<file path="src/rtl/button_pkg.sv">
// rtl/button_pkg.sv - shared state encoding and default timing constants for button_event
package button_pkg;

  typedef enum logic [1:0] {
    ST_IDLE    = 2'd0,
    ST_PRESSED = 2'd1,
    ST_HELD    = 2'd2,
    ST_LOCKOUT = 2'd3
  } btn_state_t;

  localparam int HOLD_CYCLES_DEFAULT   = 50_000_000;
  localparam int REPEAT_CYCLES_DEFAULT = 10_000_000;

  function automatic int max2(input int a, input int b);
    return (a > b) ? a : b;
  endfunction

endpackage

</file>
<file path="src/rtl/button_event_edge_detect.sv">
// rtl/button_event_edge_detect.sv - previous-sample register with rise/fall detection
module edge_detect (
  input  logic clk,
  input  logic rst,
  input  logic level_in,
  output logic level_q,
  output logic rise,
  output logic fall
);

  // Track the last sample; reset loads the live level so a held button does not look like a rise.
  always_ff @(posedge clk) begin
    if (rst) begin
      level_q <= level_in;
    end else begin
      level_q <= level_in;
    end
  end

  // Edges compare the current sample against the previous one.
  always_comb begin
    rise = level_in & ~level_q;
    fall = ~level_in & level_q;
  end

endmodule

</file>
<file path="src/rtl/button_event.sv">
// rtl/button_event.sv - press/release/hold/repeat event generator for a debounced button
module button_event
  import button_pkg::*;
#(
  parameter int HOLD_CYCLES   = HOLD_CYCLES_DEFAULT,
  parameter int REPEAT_CYCLES = REPEAT_CYCLES_DEFAULT
) (
  input  logic clk,
  input  logic rst,
  input  logic level_in,
  output logic press_pulse,
  output logic release_pulse,
  output logic hold_pulse,
  output logic repeat_pulse,
  output logic held
);

  // One counter serves both thresholds; it clears at each one so it never wraps.
  localparam int CNT_W = $clog2(max2(HOLD_CYCLES, REPEAT_CYCLES) + 1);
  localparam logic [CNT_W-1:0] HOLD_LAST   = CNT_W'(HOLD_CYCLES - 1);
  localparam logic [CNT_W-1:0] REPEAT_LAST = CNT_W'(REPEAT_CYCLES - 1);

  btn_state_t       state;
  logic [CNT_W-1:0] cnt;
  logic             level_q;
  logic             rise;
  logic             fall;

  edge_detect u_edge (
    .clk      (clk),
    .rst      (rst),
    .level_in (level_in),
    .level_q  (level_q),
    .rise     (rise),
    .fall     (fall)
  );

  // Event FSM with registered strobes; a fall is checked before any threshold so release wins.
  always_ff @(posedge clk) begin
    if (rst) begin
      // level_q takes level_in on this same edge, so this matches "LOCKOUT if level_q=1" after reset.
      state         <= level_in ? ST_LOCKOUT : ST_IDLE;
      cnt           <= '0;
      press_pulse   <= 1'b0;
      release_pulse <= 1'b0;
      hold_pulse    <= 1'b0;
      repeat_pulse  <= 1'b0;
      held          <= 1'b0;
    end else begin
      press_pulse   <= 1'b0;
      release_pulse <= 1'b0;
      hold_pulse    <= 1'b0;
      repeat_pulse  <= 1'b0;
      case (state)
        ST_IDLE: begin
          if (rise) begin
            state       <= ST_PRESSED;
            press_pulse <= 1'b1;
            held        <= 1'b1;
            cnt         <= '0;
          end
        end
        ST_PRESSED: begin
          if (fall) begin
            state         <= ST_IDLE;
            release_pulse <= 1'b1;
            held          <= 1'b0;
            cnt           <= '0;
          end else if (cnt == HOLD_LAST) begin
            state      <= ST_HELD;
            hold_pulse <= 1'b1;
            cnt        <= '0;
          end else begin
            cnt <= cnt + CNT_W'(1);
          end
        end
        ST_HELD: begin
          if (fall) begin
            state         <= ST_IDLE;
            release_pulse <= 1'b1;
            held          <= 1'b0;
            cnt           <= '0;
          end else if (REPEAT_CYCLES != 0) begin
            if (cnt == REPEAT_LAST) begin
              repeat_pulse <= 1'b1;
              cnt          <= '0;
            end else begin
              cnt <= cnt + CNT_W'(1);
            end
          end
        end
        ST_LOCKOUT: begin
          // Button was down through reset: wait for it to go up silently.
          held <= 1'b0;
          if (fall) begin
            state <= ST_IDLE;
          end
        end
        default: begin
          state <= ST_IDLE;
          held  <= 1'b0;
          cnt   <= '0;
        end
      endcase
    end
  end

endmodule
</file>
<file path="config.mk">
export PLATFORM = sky130hd
export DESIGN_NAME = button_event
export DESIGN_NICKNAME = d
export VERILOG_FILES = /design/src/rtl/button_pkg.sv /design/src/rtl/button_event_edge_detect.sv /design/src/rtl/button_event.sv
export SDC_FILE = /design/constraint.sdc
export NUM_CORES = 1
export LEC_CHECK = 0
export ABC_AREA = 1
export BUFFER_PORTS_ARGS = -buffer_cell sky130_fd_sc_hd__buf_2
export CORE_ASPECT_RATIO = 0.6
export CORE_UTILIZATION = 45
export CTS_CLUSTER_DIAMETER = 150
export DETAILED_ROUTE_END_ITERATION = 8
export GPL_TIMING_DRIVEN = 0
export HOLD_SLACK_MARGIN = 0.05
export SLEW_MARGIN = 20
export SYNTH_ARGS = -nofsm -noshare
export SYNTH_HDL_FRONTEND = slang
export SYNTH_HIERARCHICAL = 1
export SYNTH_SLANG_ARGS = --single-unit
</file>
<file path="constraint.sdc">
create_clock -name clk -period 1.8 [get_ports clk]
set_input_delay 0.36 -clock clk [delete_from_list [all_inputs] [get_ports clk]]
set_output_delay 0.36 -clock clk [all_outputs]
set_load 0.02 [all_outputs]
</file>
==> metrics.cfg <==
[run_status]
status = finished, final reports clean

[setup_path]
reg2reg_slack_ns = 0.07
crit_type = register to register
crit_path_end_kind = register
arrival_ns = 1.94
critPathMaxFanout = 5
cp_data_required_time_ns = 2.02
start_kind = register

[layout]
multi_input_area_mm2 = 0.00151
regArea_um2 = 704
final_core_util_pct = 53.5
final_cells = 472
drive_above_1_share_pct = 17.0
final_common_cell = nand2_1
final_nets = 414
n_antenna_cell = 0
final_cell_mix = 104 x nand2_1, 66 x nor2_1, 38 x nand3_1, 34 x inv_1, 29 x dfxtp_1
syn2layout_area_growth_pct = 13.5
fillers = 514

[logic_synthesis]
seq_area_frac_synth_pct = 29.3
synth.avg_cell_area_um2 = 6.20
synth_area_leader_cell = dfxtp_1
synth_xor_xnor_area_share_pct = 1.10
synth_nets = 395
synth_compound_area_share_pct = 9.78
synth_top_cells_by_area = dfxtp_1 27%, nand2_1 16%, nor2_1 11%
synth.mux.area_fraction_pct = 0
yosys.cell_types.count = 27
ys_warn_count = 6
synth_top_area_share_pct = 26.8
synth_fa_ha_area_share_pct = 3.14
synthCells = 386
synth-simple-area-share_pct = 46.6
synth_area_mm2 = 0.00239
synth-seq-cells = 34
synth_top_family_by_area = simple AND/OR/NAND/NOR gates

[cts]
numCtsBuffers = 5
postCtsHoldBufs = 0
clkSlewWorstSetupHoldPaths_ns = 0.07
clkSinkCount = 34
cts.path.max_buffers = 2
clk_latency_ns = 0.29
clock-root-buffer = clkbuf_8
h-tree-depth = 2
cts_tree = yes

[sta]
tightest_slew_ns = 0.688
hold_slack_ns = 0.207
hold_viol = 0
setup_viol = 0
fin_tns_setup_ns = 0
fin_crit_ns = 1.73
fmax_mhz = 580
slew_violations = 0
fin_skew_ns = 0.00654
slew_headroom_pct = 54.1
fin_crit_sh_pct = 95.8

[placed_design]
portBuffers = 6
gp_congestion = 0.906
dp_hpwl_um = 5380
placed_cells = 458

[power]
irDropWorstVdd_mv = 0.421
internal-power_uw = 1480
leakage_uw = 0.000991
netSwitchingFraction_pct = 42.6
power_density_mw_per_mm2 = 945
clkPwrFrac_pct = 21.4
pwr-share-seq_pct = 32.3
power_frac_comb_pct = 46.4
switchingPower_uw = 1090

[drt]
drt_iter0_markers = 276
ant_nets = 0
remaining_drc_errors = 0
drt_pass1_iterations = 6
num_vias = 2459
drt-total-wl_um = 7200
routedWlPerCell_um = 15.2
vias_per_cell = 5.21

[floorplan]
initial_core_util_pct = 47.1
core-area_mm2 = 0.00508
die_x_um = 96.2
die_h_um = 58.5
dieArea_mm2 = 0.00562
rows = 20
io_pins = 8

[run]
maxCapViolations = 0

[grt]
grt_usage_pct = 27.9
grt_pass1_vias = 2157
grt_util_met1_pct = 45.8
grt_use_met3_pct = 5.56
antenna_found_initial = 0
grt_util_met2_pct = 36.0
overflow = 0
grt.busiest_layer = met1
grt_pass1_wl_um = 11500
grt_max_degree = 11

[hold_path]
hp-class = input pin to register

per-stage QoR:
step	setup WS, ns	power (uW)	area, um2
detailed placement	-0.158	1770	2510
global route	-0.0119	2680	2720
finish	0.0748	2570	2720
global placement	-0.140	1780	2510
CTS	0.00499	2420	2640
floorplan	0.131	1480	2390
kinds of logic (layout without fill, tap and decap cells):
group	Yosys count	after routing
AND/OR/NAND/NOR	246	246
AO/OA/AOI/OAI	45	45
XOR/XNOR	3	3
buffers and inverters	52	72
flip-flops	34	34
adder cells (fa/ha/maj)	6	6
final timing paths:
path	cells after the start	endpoint	start
max reg2reg	9	cnt[19]	state[0]
max	9	cnt[19]	state[0]
min	1	u_edge/level_q	level_in
min reg2reg	2	held	held
worst max-delay path: stages (launching register included):
cell and delay [ns]:
edfxtp_1 0.43, ha_2 0.23, a21oi_4 0.13, inv_2 0.09
nor2_4 0.19, clkbuf_4 0.23, nand2_1 0.07, nor2_1 0.08
nand3_1 0.07, a21oi_1 0.14
cells in the mapped netlist, drive strengths merged:
cell type      n
nand2        113
nor2          81
inv           40
nand3         38
a21oi         32
dfxtp         32
o21ai         12
buf            8
ha             6
nand4          5
nor3           4
clkbuf         3
edfxtp         2
nand3b         2
nor4           2
xor2           2
dlygate4sd1    1
o22ai          1
or2            1
xnor2          1
power by group through the flow:
| stage | Sequential [uW] | Combinational [uW] | Clock (uW) |
|---|---|---|---|
| finish | 829 | 1190 | 549 |
| global route | 833 | 1250 | 593 |
| detailed placement | 844 | 926 | 0 |
| global placement | 843 | 935 | 0 |
| floorplan | 847 | 637 | 0 |
| CTS | 819 | 1040 | 564 |
area by class of cell:
class / count / area share (%)
Tap cell: 66 / 3.04
Clock inverter: 3 / 0.414
Sequential cell: 34 / 25.9
Timing Repair Buffer: 12 / 3.22
Multi-Input combinational cell: 300 / 55.6
Clock buffer: 5 / 2.53
Inverter: 40 / 5.52
Buffer: 12 / 3.73
layer usage:
metal	share of wire (%)	up-vias	wire length (um)
met5	0	-	0
met4	0.88	0	63
met3	10	9	752
met2	37	98	2660
met1	52	1091	3720
li1	-	1261	-
what timing repair did:
| action | CTS | global route |
|---|---|---|
| pin swaps | 1 | 5 |
| setup buffers | 4 | 1 |
| endpoints found under the setup margin | 26 | 28 |
| endpoints found under the hold margin | 0 | 0 |
| cloned | 0 | 1 |
| gates resized for setup | 5 | 20 |
sequential cells by signal (all words and copies together), names as in the netlist:
register / flops
state: 2
cnt: 26
held: 1
hold_pulse: 1
release_pulse: 1
repeat_pulse: 1
u_edge/level_q: 1
press_pulse: 1
Power figures use the tool's default switching activity.
